File: config.mk
export PLATFORM = sky130hd
export DESIGN_NAME = caxi4interconnect_slave_resp_control_flat
export DESIGN_NICKNAME = d
export VERILOG_FILES = /design/src/rtl/caxi4interconnect_slave_resp_control_if.sv /design/src/rtl/caxi4interconnect_slave_resp_control.sv /design/src/flat_wrapper.sv
export SDC_FILE = /design/constraint.sdc
export NUM_CORES = 1
export LEC_CHECK = 0
export ABC_AREA = 1
export BUFFER_PORTS_ARGS = -buffer_cell sky130_fd_sc_hd__buf_4
export CAP_MARGIN = 5
export CORE_MARGIN = 2
export CORE_UTILIZATION = 47
export DETAILED_ROUTE_END_ITERATION = 12
export PLACE_DENSITY = 0.71
export SYNTH_ARGS = -nofsm -noshare
export SYNTH_HDL_FRONTEND = slang
export SYNTH_SLANG_ARGS = --single-unit
File: constraint.sdc
create_clock -name sysClk -period 1.15 [get_ports sysClk]
set_input_delay 0.1725 -clock sysClk [delete_from_list [all_inputs] [get_ports sysClk]]
set_output_delay 0.1725 -clock sysClk [all_outputs]
set_load 0.02 [all_outputs]
File: src/rtl/caxi4interconnect_slave_resp_control_if.sv
// Bus bundle for the slave-port response controller: address handshake, response
// handshake, routing outputs and status.
interface caxi4interconnect_slave_resp_control_if #(
    parameter int NUM_MASTERS_WIDTH = 2,
    parameter int MASTERID_WIDTH    = 4,
    parameter int OPEN_TRANS_WIDTH  = 2
);
    logic                         addrValid;
    logic                         addrReady;
    logic [MASTERID_WIDTH-1:0]    addrID;
    logic                         addrQual;
    logic                         respValid;
    logic                         respReady;
    logic                         respLast;
    logic [MASTERID_WIDTH-1:0]    respID;
    logic [NUM_MASTERS_WIDTH-1:0] respMasterSel;
    logic                         respMasterValid;
    logic [OPEN_TRANS_WIDTH-1:0]  openCount;
    logic                         errUnexpected;

    modport slave (
        input  addrValid, addrReady, addrID, respValid, respReady, respLast, respID,
        output addrQual, respMasterSel, respMasterValid, openCount, errUnexpected
    );

    modport master (
        output addrValid, addrReady, addrID, respValid, respReady, respLast, respID,
        input  addrQual, respMasterSel, respMasterValid, openCount, errUnexpected
    );
endinterface

File: src/rtl/caxi4interconnect_slave_resp_control.sv
// Outstanding-ID table for one slave port; routes responses back to the issuing master.
// Optional sticky unexpected-response flag enabled by CAXI4INTERCONNECT_SLAVE_RESP_ERRCHK_EN.
module caxi4interconnect_slave_resp_control #(
    parameter int NUM_MASTERS_WIDTH = 2,
    parameter int MASTERID_WIDTH    = 4,
    parameter int OPEN_TRANS_MAX    = 3,
    parameter int OPEN_TRANS_WIDTH  = 2
) (
    input logic sysClk,
    input logic sysReset,
    caxi4interconnect_slave_resp_control_if.slave bus
);
    localparam logic [OPEN_TRANS_WIDTH-1:0] COUNT_FULL = OPEN_TRANS_WIDTH'(OPEN_TRANS_MAX);
    localparam logic [OPEN_TRANS_WIDTH-1:0] COUNT_ONE  = OPEN_TRANS_WIDTH'(1);

    logic [OPEN_TRANS_MAX-1:0]   entryValid;
    logic [MASTERID_WIDTH-1:0]   entryId [OPEN_TRANS_MAX];
    logic [OPEN_TRANS_WIDTH-1:0] openCountReg;
    logic [OPEN_TRANS_MAX-1:0]   matchVec;
    logic [OPEN_TRANS_MAX-1:0]   allocVec;
    logic [OPEN_TRANS_MAX-1:0]   relVec;
    logic                        anyMatch;
    logic                        addrQualInt;
    logic                        doAlloc;
    logic                        doRel;

    always_comb begin
        for (int i = 0; i < OPEN_TRANS_MAX; i++) begin
            matchVec[i] = entryValid[i] && (entryId[i] == bus.respID);
        end
    end

    assign anyMatch = |matchVec;

    // Both selections look only at the registered table, so a same-cycle release
    // never hands its slot to the allocation happening alongside it.
    always_comb begin
        logic freeFound;
        logic relFound;
        allocVec  = '0;
        relVec    = '0;
        freeFound = 1'b0;
        relFound  = 1'b0;
        for (int i = 0; i < OPEN_TRANS_MAX; i++) begin
            if (!freeFound && !entryValid[i]) begin
                allocVec[i] = 1'b1;
                freeFound   = 1'b1;
            end
            if (!relFound && matchVec[i]) begin
                relVec[i] = 1'b1;
                relFound  = 1'b1;
            end
        end
    end

    assign addrQualInt = (openCountReg != COUNT_FULL);
    assign doAlloc     = bus.addrValid && bus.addrReady && addrQualInt && (|allocVec);
    assign doRel       = bus.respValid && bus.respReady && bus.respLast && anyMatch;

    always_ff @(posedge sysClk or negedge sysReset) begin
        if (!sysReset) begin
            entryValid <= '0;
            for (int i = 0; i < OPEN_TRANS_MAX; i++) begin
                entryId[i] <= '0;
            end
        end else begin
            for (int i = 0; i < OPEN_TRANS_MAX; i++) begin
                if (doAlloc && allocVec[i]) begin
                    entryValid[i] <= 1'b1;
                    entryId[i]    <= bus.addrID;
                end else if (doRel && relVec[i]) begin
                    entryValid[i] <= 1'b0;
                end
            end
        end
    end

    always_ff @(posedge sysClk or negedge sysReset) begin
        if (!sysReset) begin
            openCountReg <= '0;
        end else begin
            case ({doAlloc, doRel})
                2'b10: if (openCountReg != COUNT_FULL) openCountReg <= openCountReg + COUNT_ONE;
                2'b01: if (openCountReg != '0)         openCountReg <= openCountReg - COUNT_ONE;
                default: ;
            endcase
        end
    end

    assign bus.addrQual        = addrQualInt;
    assign bus.openCount       = openCountReg;
    assign bus.respMasterSel   = bus.respID[MASTERID_WIDTH-1 -: NUM_MASTERS_WIDTH];
    assign bus.respMasterValid = bus.respValid && anyMatch;

`ifdef CAXI4INTERCONNECT_SLAVE_RESP_ERRCHK_EN
    logic errSticky;

    // Any accepted beat without an outstanding owner is flagged, last or not.
    always_ff @(posedge sysClk or negedge sysReset) begin
        if (!sysReset) begin
            errSticky <= 1'b0;
        end else if (bus.respValid && bus.respReady && !anyMatch) begin
            errSticky <= 1'b1;
        end
    end

    assign bus.errUnexpected = errSticky;
`else
    assign bus.errUnexpected = 1'b0;
`endif
endmodule

File: src/flat_wrapper.sv
// flat-port wrapper written by rule: the top's interface ports become plain ports
module caxi4interconnect_slave_resp_control_flat 
#(
    parameter int NUM_MASTERS_WIDTH = 2,
    parameter int MASTERID_WIDTH    = 4,
    parameter int OPEN_TRANS_MAX    = 3,
    parameter int OPEN_TRANS_WIDTH  = 2
)
  (sysClk, sysReset, bus_addrValid, bus_addrReady, bus_addrID, bus_respValid, bus_respReady, bus_respLast, bus_respID, bus_addrQual, bus_respMasterSel, bus_respMasterValid, bus_openCount, bus_errUnexpected);
  caxi4interconnect_slave_resp_control_if #(.NUM_MASTERS_WIDTH(NUM_MASTERS_WIDTH), .MASTERID_WIDTH(MASTERID_WIDTH), .OPEN_TRANS_WIDTH(OPEN_TRANS_WIDTH)) bus_i ();
  input logic sysClk;
  input logic sysReset;
  input wire logic [$bits(bus_i.addrValid)-1:0] bus_addrValid;
  input wire logic [$bits(bus_i.addrReady)-1:0] bus_addrReady;
  input wire logic [$bits(bus_i.addrID)-1:0] bus_addrID;
  input wire logic [$bits(bus_i.respValid)-1:0] bus_respValid;
  input wire logic [$bits(bus_i.respReady)-1:0] bus_respReady;
  input wire logic [$bits(bus_i.respLast)-1:0] bus_respLast;
  input wire logic [$bits(bus_i.respID)-1:0] bus_respID;
  output wire logic [$bits(bus_i.addrQual)-1:0] bus_addrQual;
  output wire logic [$bits(bus_i.respMasterSel)-1:0] bus_respMasterSel;
  output wire logic [$bits(bus_i.respMasterValid)-1:0] bus_respMasterValid;
  output wire logic [$bits(bus_i.openCount)-1:0] bus_openCount;
  output wire logic [$bits(bus_i.errUnexpected)-1:0] bus_errUnexpected;
  assign bus_i.addrValid = bus_addrValid;
  assign bus_i.addrReady = bus_addrReady;
  assign bus_i.addrID = bus_addrID;
  assign bus_i.respValid = bus_respValid;
  assign bus_i.respReady = bus_respReady;
  assign bus_i.respLast = bus_respLast;
  assign bus_i.respID = bus_respID;
  assign bus_addrQual = bus_i.addrQual;
  assign bus_respMasterSel = bus_i.respMasterSel;
  assign bus_respMasterValid = bus_i.respMasterValid;
  assign bus_openCount = bus_i.openCount;
  assign bus_errUnexpected = bus_i.errUnexpected;
  caxi4interconnect_slave_resp_control #(.NUM_MASTERS_WIDTH(NUM_MASTERS_WIDTH), .MASTERID_WIDTH(MASTERID_WIDTH), .OPEN_TRANS_MAX(OPEN_TRANS_MAX), .OPEN_TRANS_WIDTH(OPEN_TRANS_WIDTH)) u_core (.sysClk(sysClk), .sysReset(sysReset), .bus(bus_i));
endmodule
==> impl_metrics.tcl <==
set metrics [dict create \
    cp_num_cells 9 \
    synth.distinct_cells 20 \
    syn2layout_area_growth_pct 58.7 \
    syn_inst 141 \
    antenna_found_initial 0 \
    drive_gt1_frac 0.484 \
    critical-path-max-stage-delay_ns 0.41 \
    vdd_drop_max_uv 1440 \
    clkSinkCount 17 \
    layout_min_cycle_time_ns 1.63 \
    grt_use_total 0.231 \
    path_buf_inv 3 \
    gp_congestion 0.883 \
    synth_top_area_frac 0.421 \
    seq_area_frac_synth 0.421 \
    cap_violations 0 \
    htree_levels 1 \
    portBuffers 20 \
    rsz0062_at_grt "true" \
    synth.avg_cell_area_um2 7.16 \
    syn-num-nets 156 \
    internal_power_mw 1.98 \
    timing.hold.ws_ns 0.157 \
    clockRootBuffer "clkbuf_4" \
    critPathTopFamily "simple AND/OR/NAND/NOR gates" \
    drtPass1Iterations 4 \
    die_area_um2 2540 \
    p_per_area_nw_per_um2 2210 \
    fin_util 0.801 \
    hold_depth 3 \
    fmax_mhz 615 \
    p_leak_nw 0.866 \
    fin_tns_setup_ns -4.22 \
    dp_hpwl_um 1650 \
    layout_commonest_cell "nand2_1" \
    status "finished, violations left" \
    vias 1165 \
    crit_path_start_kind "flop" \
    power_frac_seq 0.312 \
    fp.dieW_um 50.4 \
    cts_tree "done" \
    finalCritPeriodShare 1.41 \
    drt_iter0_drc 62 \
    wl_per_cell_um 16.0 \
    cp_cell_sequence "inv_1, nand2_1, nand2_1, nor2_2, nand3_2, nand3_4, nand2_2, inv_2, buf_6" \
    cts_buffers 3 \
    crit_top_cell "nand2_1" \
    vias_per_cell 5.37 \
    fillers 134 \
    power_mw 3.54 \
    power_frac_comb 0.597 \
    cp-end-kind "output pin" \
    ys_warn_count 0 \
    hold_path.class "in -> reg" \
    ios 22 \
    cp.arrival_ns 1.45 \
    grt_max_degree 18 \
    nets 206 \
    critPathRequiredTime_ns 0.98 \
    synth_top_area_cell "dfrtp_1" \
    p_sw_frac 0.440 \
    core_area_um2 2000 \
    slew_viol_final 0 \
    final_cell_mix "40 x nand2_1, 31 x buf_4, 15 x inv_1, 15 x buf_6, 15 x dfrtp_1" \
    worstPathMaxFanout 3 \
    yosys-top-cells-area "dfrtp_1 42%, nand2_1 18%, o21ai_0 6.4%, inv_1 6.3%, nor2_1 4.1%" \
    netlist_area_um2 1010 \
    grt_pass1_wl_um 4380 \
    grt_pass1_vias 1000 \
    switchingPower_mw 1.56 \
    synth-seq-cells 17 \
    clkPwrFrac 0.091 \
    floorplan.initialDensity 0.504 \
    hold_violations 0 \
    route.detailed.drc 0 \
    drt.antenna.violating_nets 0 \
    core.rowCount 16 \
    cts.path.max_buffers 2 \
    path_clk_slew_ns 0.10 \
    critPathSlowestCell "dfrtp_1" \
    reg2reg_depth 13 \
    diodes 0 \
    setup_viol 21 \
    fin_ws_ns -0.477 \
    grt-ovfl-total 0 \
    die_h_um 50.4 \
    critical_path_class "reg -> out" \
    finalClockSkew_ns 0.00225 \
    wirelength_um 3470 \
    violations "negative setup slack" \
    clock_latency_ns 0.28 \
]
worst register-to-register path: cells and delay by family, from the launching register on:
family                 cells  cell delay, ns
buffers and inverters      3            0.27
DFF                        1            0.41
and+or+nand+nor           10            0.81
stage by stage:
stage / setup slack, ns / instances / cell area, µm²
6_report: -0.477 / 217 / 1600
5_1_grt: -0.554 / 217 / 1600
4_1_cts: -0.393 / 209 / 1430
3_5_place_dp: -0.169 / 195 / 1270
3_3_place_gp: -0.136 / 195 / 1270
2_1_floorplan: -0.121 / 141 / 1030
final cells by class:
cell class	count	area [µm²]	share of cell area
Tap cell	27	33.8	0.0211
Timing Repair Buffer	47	412	0.257
Inverter	24	92.6	0.0578
Sequential cell	17	428	0.267
Clock buffer	4	26.3	0.0164
Multi-Input combinational cell	98	611	0.381
repair_timing:
item / CTS / global route
setup buffers: 7 / 9
endpoints found under the hold margin: 17 / 0
cloned: 2 / 0
resized for setup: 22 / 34
pin swaps: 8 / 15
setup endpoints to repair: 18 / 21
hold buffers: 1 / 0
worst paths after layout:
kind / start / endpoint / slack (ns)
max reg2reg: u_core.entryId[5] / u_core.bus.openCount[1] / -0.45
max in group asynchronous: sysReset / u_core.bus.openCount[0] / 0.65
min in group asynchronous: sysReset / u_core.entryValid[0] / 0.28
min reg2reg: u_core.entryId[6] / u_core.entryId[6] / 0.53
max: u_core.entryId[5] / bus_respMasterValid / -0.48
min: bus_addrID[2] / u_core.entryId[6] / 0.16
sequential cells by signal, indices dropped and copies added, names as in the netlist:
register	flops
u_core.entryId	12
u_core.bus.openCount	2
u_core.entryValid	3
Yosys cell counts, drive strengths merged:
| cell type | n |
|---|---|
| o21ai | 15 |
| a21oi | 1 |
| conb | 1 |
| nor2 | 13 |
| o31ai | 1 |
| nand3 | 10 |
| xnor2 | 2 |
| buf | 3 |
| inv | 24 |
| nand2 | 51 |
| nor3 | 1 |
| dfrtp | 17 |
| or2 | 1 |
| nand4 | 1 |
kinds of logic (layout without fill, tap and decap cells):
kind of cell / after synthesis / after routing / synth area share
XOR/XNOR: 2 / 2 / 0.0174
AND/OR/NAND/NOR: 77 / 78 / 0.346
AO/OA/AOI/OAI: 17 / 17 / 0.100
other: 1 / 1 / 0.00371
flip-flops: 17 / 17 / 0.421
buffers and inverters: 27 / 75 / 0.112
metal layers:
layer | vias to the layer above | GRT usage | wire, µm
met1 | 529 | 0.301 | 1300
li1 | 537 | - | -
met3 | 22 | 0.0357 | 276
met2 | 77 | 0.386 | 1730
met4 | 0 | 0.0856 | 160
met5 | - | 0 | 0
power by group through the flow:
stage                     clock network [mW]  registers [mW]  logic (mW)
after floorplan                            0            1.09       0.809
after global placement                     0            1.08        1.27
after detailed placement                   0            1.09        1.29
after CTS                              0.319            1.07        1.60
after global routing                   0.366            1.12        2.26
final                                  0.321            1.11        2.12
No activity file was read; power rests on OpenSTA's default activity.
